--- config.mk ---
export PLATFORM = sky130hd
export DESIGN_NAME = id_ex_stage
export DESIGN_NICKNAME = d
export VERILOG_FILES = /design/src/rtl/cpu_pkg.sv /design/src/rtl/operand_fwd.sv /design/src/rtl/id_ex_stage.sv
export SDC_FILE = /design/constraint.sdc
export NUM_CORES = 1
export LEC_CHECK = 0
export ABC_AREA = 1
export BUFFER_PORTS_ARGS = -buffer_cell sky130_fd_sc_hd__clkbuf_2
export CAP_MARGIN = 30
export CORE_ASPECT_RATIO = 0.75
export CORE_UTILIZATION = 40
export DETAILED_ROUTE_END_ITERATION = 8
export PLACE_DENSITY = 0.67
export SYNTH_ARGS = -nofsm -noshare
export SYNTH_HDL_FRONTEND = slang
export SYNTH_SLANG_ARGS = --single-unit
--- constraint.sdc ---
create_clock -name clk -period 2.12 [get_ports clk]
set_clock_uncertainty 0.05 [all_clocks]
set_input_delay 0.318 -clock clk [delete_from_list [all_inputs] [get_ports clk]]
set_output_delay 0.318 -clock clk [all_outputs]
set_load 0.01 [all_outputs]
--- src/rtl/cpu_pkg.sv ---
// Shared definitions for the 8-bit pipelined core: widths, ALU opcodes and
// the ID/EX control bundle.
package cpu_pkg;

  localparam int unsigned DATA_W  = 8;
  localparam int unsigned RADDR_W = 3;
  localparam int unsigned ALU_W   = 4;

  typedef enum logic [ALU_W-1:0] {
    ALU_NOP   = 4'b0000,
    ALU_LOAD  = 4'b0010,
    ALU_STORE = 4'b0011,
    ALU_JUMP  = 4'b0100,
    ALU_EQ    = 4'b0101,
    ALU_SHR   = 4'b0110,
    ALU_SHL   = 4'b0111,
    ALU_ADD   = 4'b1000,
    ALU_SUB   = 4'b1001,
    ALU_MUL   = 4'b1010,
    ALU_DIV   = 4'b1011,
    ALU_AND   = 4'b1100,
    ALU_OR    = 4'b1101,
    ALU_NOT   = 4'b1110,
    ALU_XOR   = 4'b1111
  } alu_op_e;

  typedef struct packed {
    logic reg_write;
    logic mem_read;
    logic mem_write;
  } ex_ctrl_t;

  // A producer supplies register rs when it writes a nonzero matching index.
  function automatic logic fwd_hit(input logic we,
                                   input logic [RADDR_W-1:0] rd,
                                   input logic [RADDR_W-1:0] rs);
    return we && (rd != '0) && (rd == rs);
  endfunction

endpackage

--- src/rtl/operand_fwd.sv ---
// Execute-side forwarding mux for one operand: EX/MEM beats MEM/WB beats
// the stored value; R0 always reads as zero.
module operand_fwd
  import cpu_pkg::*;
(
  input  logic [RADDR_W-1:0] rs,
  input  logic [DATA_W-1:0]  stored,
  input  logic               exmem_reg_write,
  input  logic [RADDR_W-1:0] exmem_rd,
  input  logic [DATA_W-1:0]  exmem_result,
  input  logic               memwb_reg_write,
  input  logic [RADDR_W-1:0] memwb_rd,
  input  logic [DATA_W-1:0]  memwb_result,
  output logic [DATA_W-1:0]  value_c
);

  always_comb begin
    value_c = stored;
    if (rs == '0) begin
      value_c = '0;
    end else if (fwd_hit(exmem_reg_write, exmem_rd, rs)) begin
      value_c = exmem_result;
    end else if (fwd_hit(memwb_reg_write, memwb_rd, rs)) begin
      value_c = memwb_result;
    end
  end

endmodule

--- src/rtl/id_ex_stage.sv ---
// ID/EX pipeline register: latches decoded operands and control, forwards
// from EX/MEM and MEM/WB, and inserts a bubble on load-use hazards.
module id_ex_stage
  import cpu_pkg::*;
(
  input  logic               clk,
  input  logic               reset,
  input  logic               id_valid,
  input  logic [ALU_W-1:0]   id_alu_ctrl,
  input  logic [RADDR_W-1:0] id_rs1,
  input  logic [RADDR_W-1:0] id_rs2,
  input  logic [RADDR_W-1:0] id_rd,
  input  logic [DATA_W-1:0]  id_rs1_data,
  input  logic [DATA_W-1:0]  id_rs2_data,
  input  logic [DATA_W-1:0]  id_imm,
  input  logic               id_use_imm,
  input  logic               id_uses_rs1,
  input  logic               id_uses_rs2,
  input  logic               id_reg_write,
  input  logic               id_mem_read,
  input  logic               id_mem_write,
  input  logic               stall_in,
  input  logic               flush,
  input  logic               exmem_reg_write,
  input  logic [RADDR_W-1:0] exmem_rd,
  input  logic [DATA_W-1:0]  exmem_result,
  input  logic               memwb_reg_write,
  input  logic [RADDR_W-1:0] memwb_rd,
  input  logic [DATA_W-1:0]  memwb_result,
  output logic               hazard_stall,
  output logic               ex_valid,
  output logic [DATA_W-1:0]  src_a,
  output logic [DATA_W-1:0]  src_b,
  output logic [ALU_W-1:0]   alu_ctrl,
  output logic [RADDR_W-1:0] ex_rd,
  output logic               ex_reg_write,
  output logic               ex_mem_read,
  output logic               ex_mem_write,
  output logic [DATA_W-1:0]  ex_store_data
);

  logic               valid_q;
  ex_ctrl_t           ctrl_q;
  logic [ALU_W-1:0]   alu_q;
  logic [RADDR_W-1:0] rd_q;
  logic [RADDR_W-1:0] rs1_q;
  logic [RADDR_W-1:0] rs2_q;
  logic [DATA_W-1:0]  rs1_data_q;
  logic [DATA_W-1:0]  rs2_data_q;
  logic [DATA_W-1:0]  imm_q;
  logic               use_imm_q;

  logic [DATA_W-1:0]  fwd_a_c;
  logic [DATA_W-1:0]  fwd_b_c;
  logic               load_use_c;
  logic [DATA_W-1:0]  byp_rs1_c;
  logic [DATA_W-1:0]  byp_rs2_c;

  operand_fwd u_fwd_rs1 (
    .rs              (rs1_q),
    .stored          (rs1_data_q),
    .exmem_reg_write (exmem_reg_write),
    .exmem_rd        (exmem_rd),
    .exmem_result    (exmem_result),
    .memwb_reg_write (memwb_reg_write),
    .memwb_rd        (memwb_rd),
    .memwb_result    (memwb_result),
    .value_c         (fwd_a_c)
  );

  operand_fwd u_fwd_rs2 (
    .rs              (rs2_q),
    .stored          (rs2_data_q),
    .exmem_reg_write (exmem_reg_write),
    .exmem_rd        (exmem_rd),
    .exmem_result    (exmem_result),
    .memwb_reg_write (memwb_reg_write),
    .memwb_rd        (memwb_rd),
    .memwb_result    (memwb_result),
    .value_c         (fwd_b_c)
  );

  // A load in EX whose destination the decoding instruction reads.
  always_comb begin
    load_use_c = valid_q && ctrl_q.mem_read && (rd_q != '0) && id_valid &&
                 ((id_uses_rs1 && (id_rs1 == rd_q)) ||
                  (id_uses_rs2 && (id_rs2 == rd_q)));
    hazard_stall = load_use_c && !flush && !stall_in;
  end

  // Same-cycle write-back bypass for the register-file read.
  always_comb begin
    byp_rs1_c = id_rs1_data;
    byp_rs2_c = id_rs2_data;
    if (fwd_hit(memwb_reg_write, memwb_rd, id_rs1)) byp_rs1_c = memwb_result;
    if (fwd_hit(memwb_reg_write, memwb_rd, id_rs2)) byp_rs2_c = memwb_result;
  end

  always_ff @(posedge clk) begin
    if (reset) begin
      valid_q    <= 1'b0;
      ctrl_q     <= '0;
      alu_q      <= '0;
      rd_q       <= '0;
      rs1_q      <= '0;
      rs2_q      <= '0;
      rs1_data_q <= '0;
      rs2_data_q <= '0;
      imm_q      <= '0;
      use_imm_q  <= 1'b0;
    end else if (flush || hazard_stall) begin
      valid_q <= 1'b0;
      ctrl_q  <= '0;
      alu_q   <= '0;
      rd_q    <= '0;
      rs1_q   <= '0;
      rs2_q   <= '0;
    end else if (stall_in) begin
      // Capture forwarded values so a producer retiring mid-stall is kept.
      rs1_data_q <= fwd_a_c;
      rs2_data_q <= fwd_b_c;
    end else begin
      valid_q          <= id_valid;
      ctrl_q.reg_write <= id_valid && id_reg_write;
      ctrl_q.mem_read  <= id_valid && id_mem_read;
      ctrl_q.mem_write <= id_valid && id_mem_write;
      alu_q            <= id_valid ? id_alu_ctrl : ALU_W'(0);
      rd_q             <= id_rd;
      rs1_q            <= id_rs1;
      rs2_q            <= id_rs2;
      rs1_data_q       <= byp_rs1_c;
      rs2_data_q       <= byp_rs2_c;
      imm_q            <= id_imm;
      use_imm_q        <= id_use_imm;
    end
  end

  assign ex_valid      = valid_q;
  assign alu_ctrl      = alu_q;
  assign ex_rd         = rd_q;
  assign ex_reg_write  = ctrl_q.reg_write;
  assign ex_mem_read   = ctrl_q.mem_read;
  assign ex_mem_write  = ctrl_q.mem_write;
  assign src_a         = fwd_a_c;
  assign src_b         = use_imm_q ? imm_q : fwd_b_c;
  assign ex_store_data = fwd_b_c;

endmodule

After elaboration in Yosys (flattened, before gate mapping)
Cells that the tools add are included.
Storage, ports and cells
  bits in read-only memories: 0
  flip-flop bits (word level): 42
  latch bits: 0
  memories kept: 0
  logic and storage cells: 64
  bits in writable memories: 0
Cells by class
  add/sub/neg operators: 0
  divide/modulo/power cells: 0
  bitwise operators: 2
  shift-type cells: 0
  order comparisons: 0
  multipliers: 0
  eq/ne operators: 8
  reductions and logical operators: 30
  multiplexer cells: 12
Operators with widths (number)
  $mux 8: 11
  $eq 3x3->1: 8
  $logic_and 1x1->1: 19
  $reduce_bool 3->1: 3
  $logic_not 3->1: 2
  $mux 4: 1
  $logic_not 1->1: 2
  $logic_or 1x1->1: 2
  $not 1->1: 2
  $reduce_and 2->1: 1
  $reduce_or 2->1: 1

Longest topological paths before layout
  depth after elaboration: 9
  gate-level depth with buffers: 13

By module
A second synthesis with hierarchy kept.
Unflattened totals
  cell total of the unflattened synthesis: 652
  area total of the unflattened synthesis: 3622.2 µm²
Modules (own cells, without submodules)
  id_ex_stage: instances 1, area an instance 2508.7 µm², cells each 438
  operand_fwd: instances 2, area an instance 556.8 µm², cells each 107

Least setup slack after synthesis
OpenSTA, ideal clock, no wires.
  path type: in2out
  start: input memwb_rd[0]
  end: output src_b[5]
  stages: 9
  path slack: 0.279 ns
  arrival time: 1.473 ns
  cells stage by stage: buf_4 -> nor2_2 -> a21boi_2 -> buf_6 -> buf_6 -> nand4_1 -> nand3_1 -> nand2_1 -> o21ai_0
On the way
  word-level cells in the longest chain between the ends: 7
  elaborated cells between the ends (all ways): 8
Ends and longest elaborated chain
  from (decl): RTL line id_ex_stage.sv:28  | input logic [RADDR_W-1:0] memwb_rd,
  $reduce_bool 3->1: RTL line cpu_pkg.sv:37  | return we && (rd != '0) && (rd == rs);
  $logic_and 1x1->1: RTL line cpu_pkg.sv:37
  $logic_and 1x1->1 (*): RTL line cpu_pkg.sv:37
  $mux 8 (*): RTL line operand_fwd.sv:23  | end else if (fwd_hit(memwb_reg_write, memwb_rd, rs)) begin
  $mux 8 (*): RTL line operand_fwd.sv:21  | end else if (fwd_hit(exmem_reg_write, exmem_rd, rs)) begin
  $mux 8 (*): RTL line operand_fwd.sv:19  | if (rs == '0) begin
  $mux 8 (*): RTL line id_ex_stage.sv:145  | assign src_b = use_imm_q ? imm_q : fwd_b_c;
  to (decl): RTL line id_ex_stage.sv:33  | output logic [DATA_W-1:0] src_b,
Every way passes the cells marked *; elsewhere a longest branch is shown, timed or not.

Worst setup path in the final report
  start: register rs2_q[1]
  end: output src_b[4]
On the way
  word-level cells in the longest chain between the ends: 6
  elaborated cells between the ends (all ways): 9
Ends and longest elaborated chain
  from (decl): RTL line id_ex_stage.sv:47  | logic [RADDR_W-1:0] rs2_q;
  from (signal assigned): RTL line id_ex_stage.sv:130  | rs2_q <= id_rs2;
  $eq 3x3->1: RTL line cpu_pkg.sv:37
  $logic_and 1x1->1: RTL line cpu_pkg.sv:37
  $mux 8: RTL line operand_fwd.sv:23
  $mux 8: RTL line operand_fwd.sv:21
  $mux 8 (*): RTL line operand_fwd.sv:19
  $mux 8 (*): RTL line id_ex_stage.sv:145
Marked as above.

==> flow_summary.ini <==
[clock_tree]
clock-sinks = 42
htree_num_levels = 2
cts_buffers = 5
cts_root_buffer = clkbuf_8
insertion_delay_ns = 0.30
clk_pin_slew_ns = 0.09
cts.path.max_buffers = 2
cts_tree = built
ctsHoldBuffers = 0

[logic_synthesis]
synth_area_um2 = 3110
syn_inst = 513
yosysSeqAreaShare_pct = 27.0
synth_enable_flop_cells = 0
synth-seq-cells = 42
synth_warnings = 0
yosysTopAreaCell = dfxtp_1
ys.flop_type = dfxtp_1
yosysTopAreaCellShare_pct = 27.0
async_flop_share_pct = 0
synth.net_count = 585
netlist_top_cells_count = nand2_1 (151), nor2_1 (85), inv_1 (57)
ys_top_cells_by_area = dfxtp_1 (27%), nand2_1 (18%), nor2_1 (10%), inv_1 (6.9%), o21ai_0 (5.5%)
yosys.cell_count.top_type = nand2_1
synthDistinctLibCells = 33
avgSynthCellArea_um2 = 6.07

[setup_path]
endpoint = src_b[4]
rr_worst_depth = 11
cp.arrival_ns = 1.75
end_kind = output pin
start_kind = register
path_max_fanout = 8
r2r_slack_ns = 0.20
r2r-end = imm_q[2]
crit_type = reg2out
worstReg2RegStart = ex_rd[2]
required_ns = 1.75
crit_start = rs2_q[1]

[die]
row_count = 27
core_um2 = 7430
start_util_pct = 41.9
fp.dieW_um = 104
die_h_um = 78.4
io_pins = 108
fp.dieArea_um2 = 8140

[detailed_routing]
ant_nets = 0
drt_iter0_drc = 184
finalWirelength_mm = 9.48
vias_per_cell = 5.01
dr.pass1.iters = 7
vias = 3637
wl_per_cell_um = 13.1
route.detailed.drc = 0

[timing]
setup-violations-final = 1
finalCritPeriodShare_pct = 100
final_max_slew_viol_count = 0
layout_min_cycle_time_ns = 2.12
rsz0062_at_grt = true
max_slew.worst_pin.slew_ns = 0.567
timing.final.ws_setup_ns = -0.00110
fin_tns_setup_ns = -0.00110
max_clock_freq_mhz = 471
finalHoldViolations = 0
relSlewSlack_pct = 62.0

[run]
maxCapViolCount = 0

[pwr]
pwr-share-comb_pct = 28.2
netSwitchingFraction_pct = 34.4
pwr-share-seq_pct = 43.8
peakVddDrop_v = 0.000207
clkPwrFrac_pct = 28.1
total_power_mw = 1.93
power_density_nw_per_um2 = 468
p_int_mw = 1.26
leakage_nw = 2.14
switching_power_mw = 0.662

[global_routing]
grt_max_degree = 26
grt_pass1_wl_mm = 15.4
antenna_found_initial = 0
grt_pass1_vias = 3158
grt_overflow = 0
grt_use_total_pct = 23.3

[placement]
routabilityCongestion = 0.832
port_buffers = 107
dp_hpwl_mm = 6.91
post-place-cells = 711

[layout]
finalNonFillerCells = 726
n_antenna_cell = 0
multi_input_area_um2 = 2090
final_nets = 696
syn2layout_area_growth_pct = 32.2
drive_above_1_share_pct = 32.8
layout.area.seq_um2 = 863
fillCellCount = 795

[worst_hold_path]
hold_depth = 3
hp-class = in2reg

[status]
status = finished with violations
violations = setup timing
-- layer usage --
| layer | global-route usage, % | part of all wire [%] | routed length (um) |
|---|---|---|---|
| met5 | 0 | 0 | 0 |
| met4 | 5.57 | 1.1 | 102 |
| met3 | 5.40 | 8.0 | 757 |
| met2 | 35.7 | 43 | 4080 |
| met1 | 32.8 | 48 | 4540 |
-- power by group through the flow --
stage,registers (mW),clock network (mW),logic [mW]
after floorplan,0.857,0,0.309
after global placement,0.862,0,0.471
after detailed placement,0.863,0,0.476
after CTS,0.842,0.553,0.499
after global routing,0.847,0.596,0.605
final,0.843,0.540,0.543
-- critical path: stages (launching register included) --
cell      delay (ns)
dfxtp_4         0.39
inv_2           0.04
nand2_2         0.07
nand2_4         0.07
nor2_4          0.19
nand3_4         0.15
nand2_1         0.10
nand3_1         0.08
nand2_2         0.11
o21ai_0         0.10
clkbuf_2        0.16
-- worst min path at each step --
| stage | start | to | slack, ns |
|---|---|---|---|
| after detailed placement | imm_q[0] | imm_q[0] | 0.41 |
| after global routing | id_rd[2] | ex_rd[2] | 0.17 |
| after CTS | id_rd[2] | ex_rd[2] | 0.18 |
| final | id_rd[2] | ex_rd[2] | 0.18 |
| after global placement | imm_q[3] | imm_q[3] | 0.40 |
| after floorplan | imm_q[6] | imm_q[6] | 0.39 |
-- final cells by class --
class | count | area share [%]
tap | 101 | 3.07
clock buffer | 5 | 1.67
timing repair buffer | 122 | 17.1
clock inverter | 3 | 0.517
sequential | 42 | 21.0
inverter | 63 | 5.81
multi-input combinational | 390 | 50.9
-- what timing repair did --
action,CTS,global route
setup endpoints to repair,24,36
resized for setup,20,51
pin swaps,4,15
cloned,1,1
buffers inserted,1,4
-- flip-flops by register name, indices dropped and copies added (netlist names), 3 cells and up --
register and count:
rs1_data_q 8, alu_ctrl 4, ex_rd 3, imm_q 8, rs2_data_q 8, rs2_q 3
rs1_q 3
-- kinds of logic after synthesis --
family	share of synthesized area [%]
AND/OR/NAND/NOR	46.2
flip-flops	27.0
buffers and inverters	12.1
AO/OA/AOI/OAI	11.9
XOR/XNOR	2.73
-- cell usage in the layout, fill, tap and decap left out, types with 7 or more instances in the layout --
master    instances
a21oi_1          19
a22oi_1           7
buf_4            10
clkbuf_2        102
dfxtp_1          36
inv_1            54
inv_2             7
nand2_1         131
nand2_2          20
nand3_1          22
nand3b_1          8
nand4_1          16
nor2_1           82
nor2_4           13
o21ai_0          29
o21ai_1          10
-- per-stage QoR --
step | utilization (%) | hold WS [ns] | area [um2] | worst slack (ns)
2_1_floorplan | - | 0.394 | 3110 | 0.279
3_3_place_gp | 50.3 | 0.403 | 3730 | 0.0854
3_5_place_dp | 50.3 | 0.406 | 3730 | 0.0488
4_1_cts | 52.6 | 0.178 | 3910 | 0.00283
5_1_grt | 55.4 | 0.174 | 4120 | -0.112
6_report | 55.4 | 0.178 | 4120 | -0.00110
No activity file was read; power rests on OpenSTA's default activity.
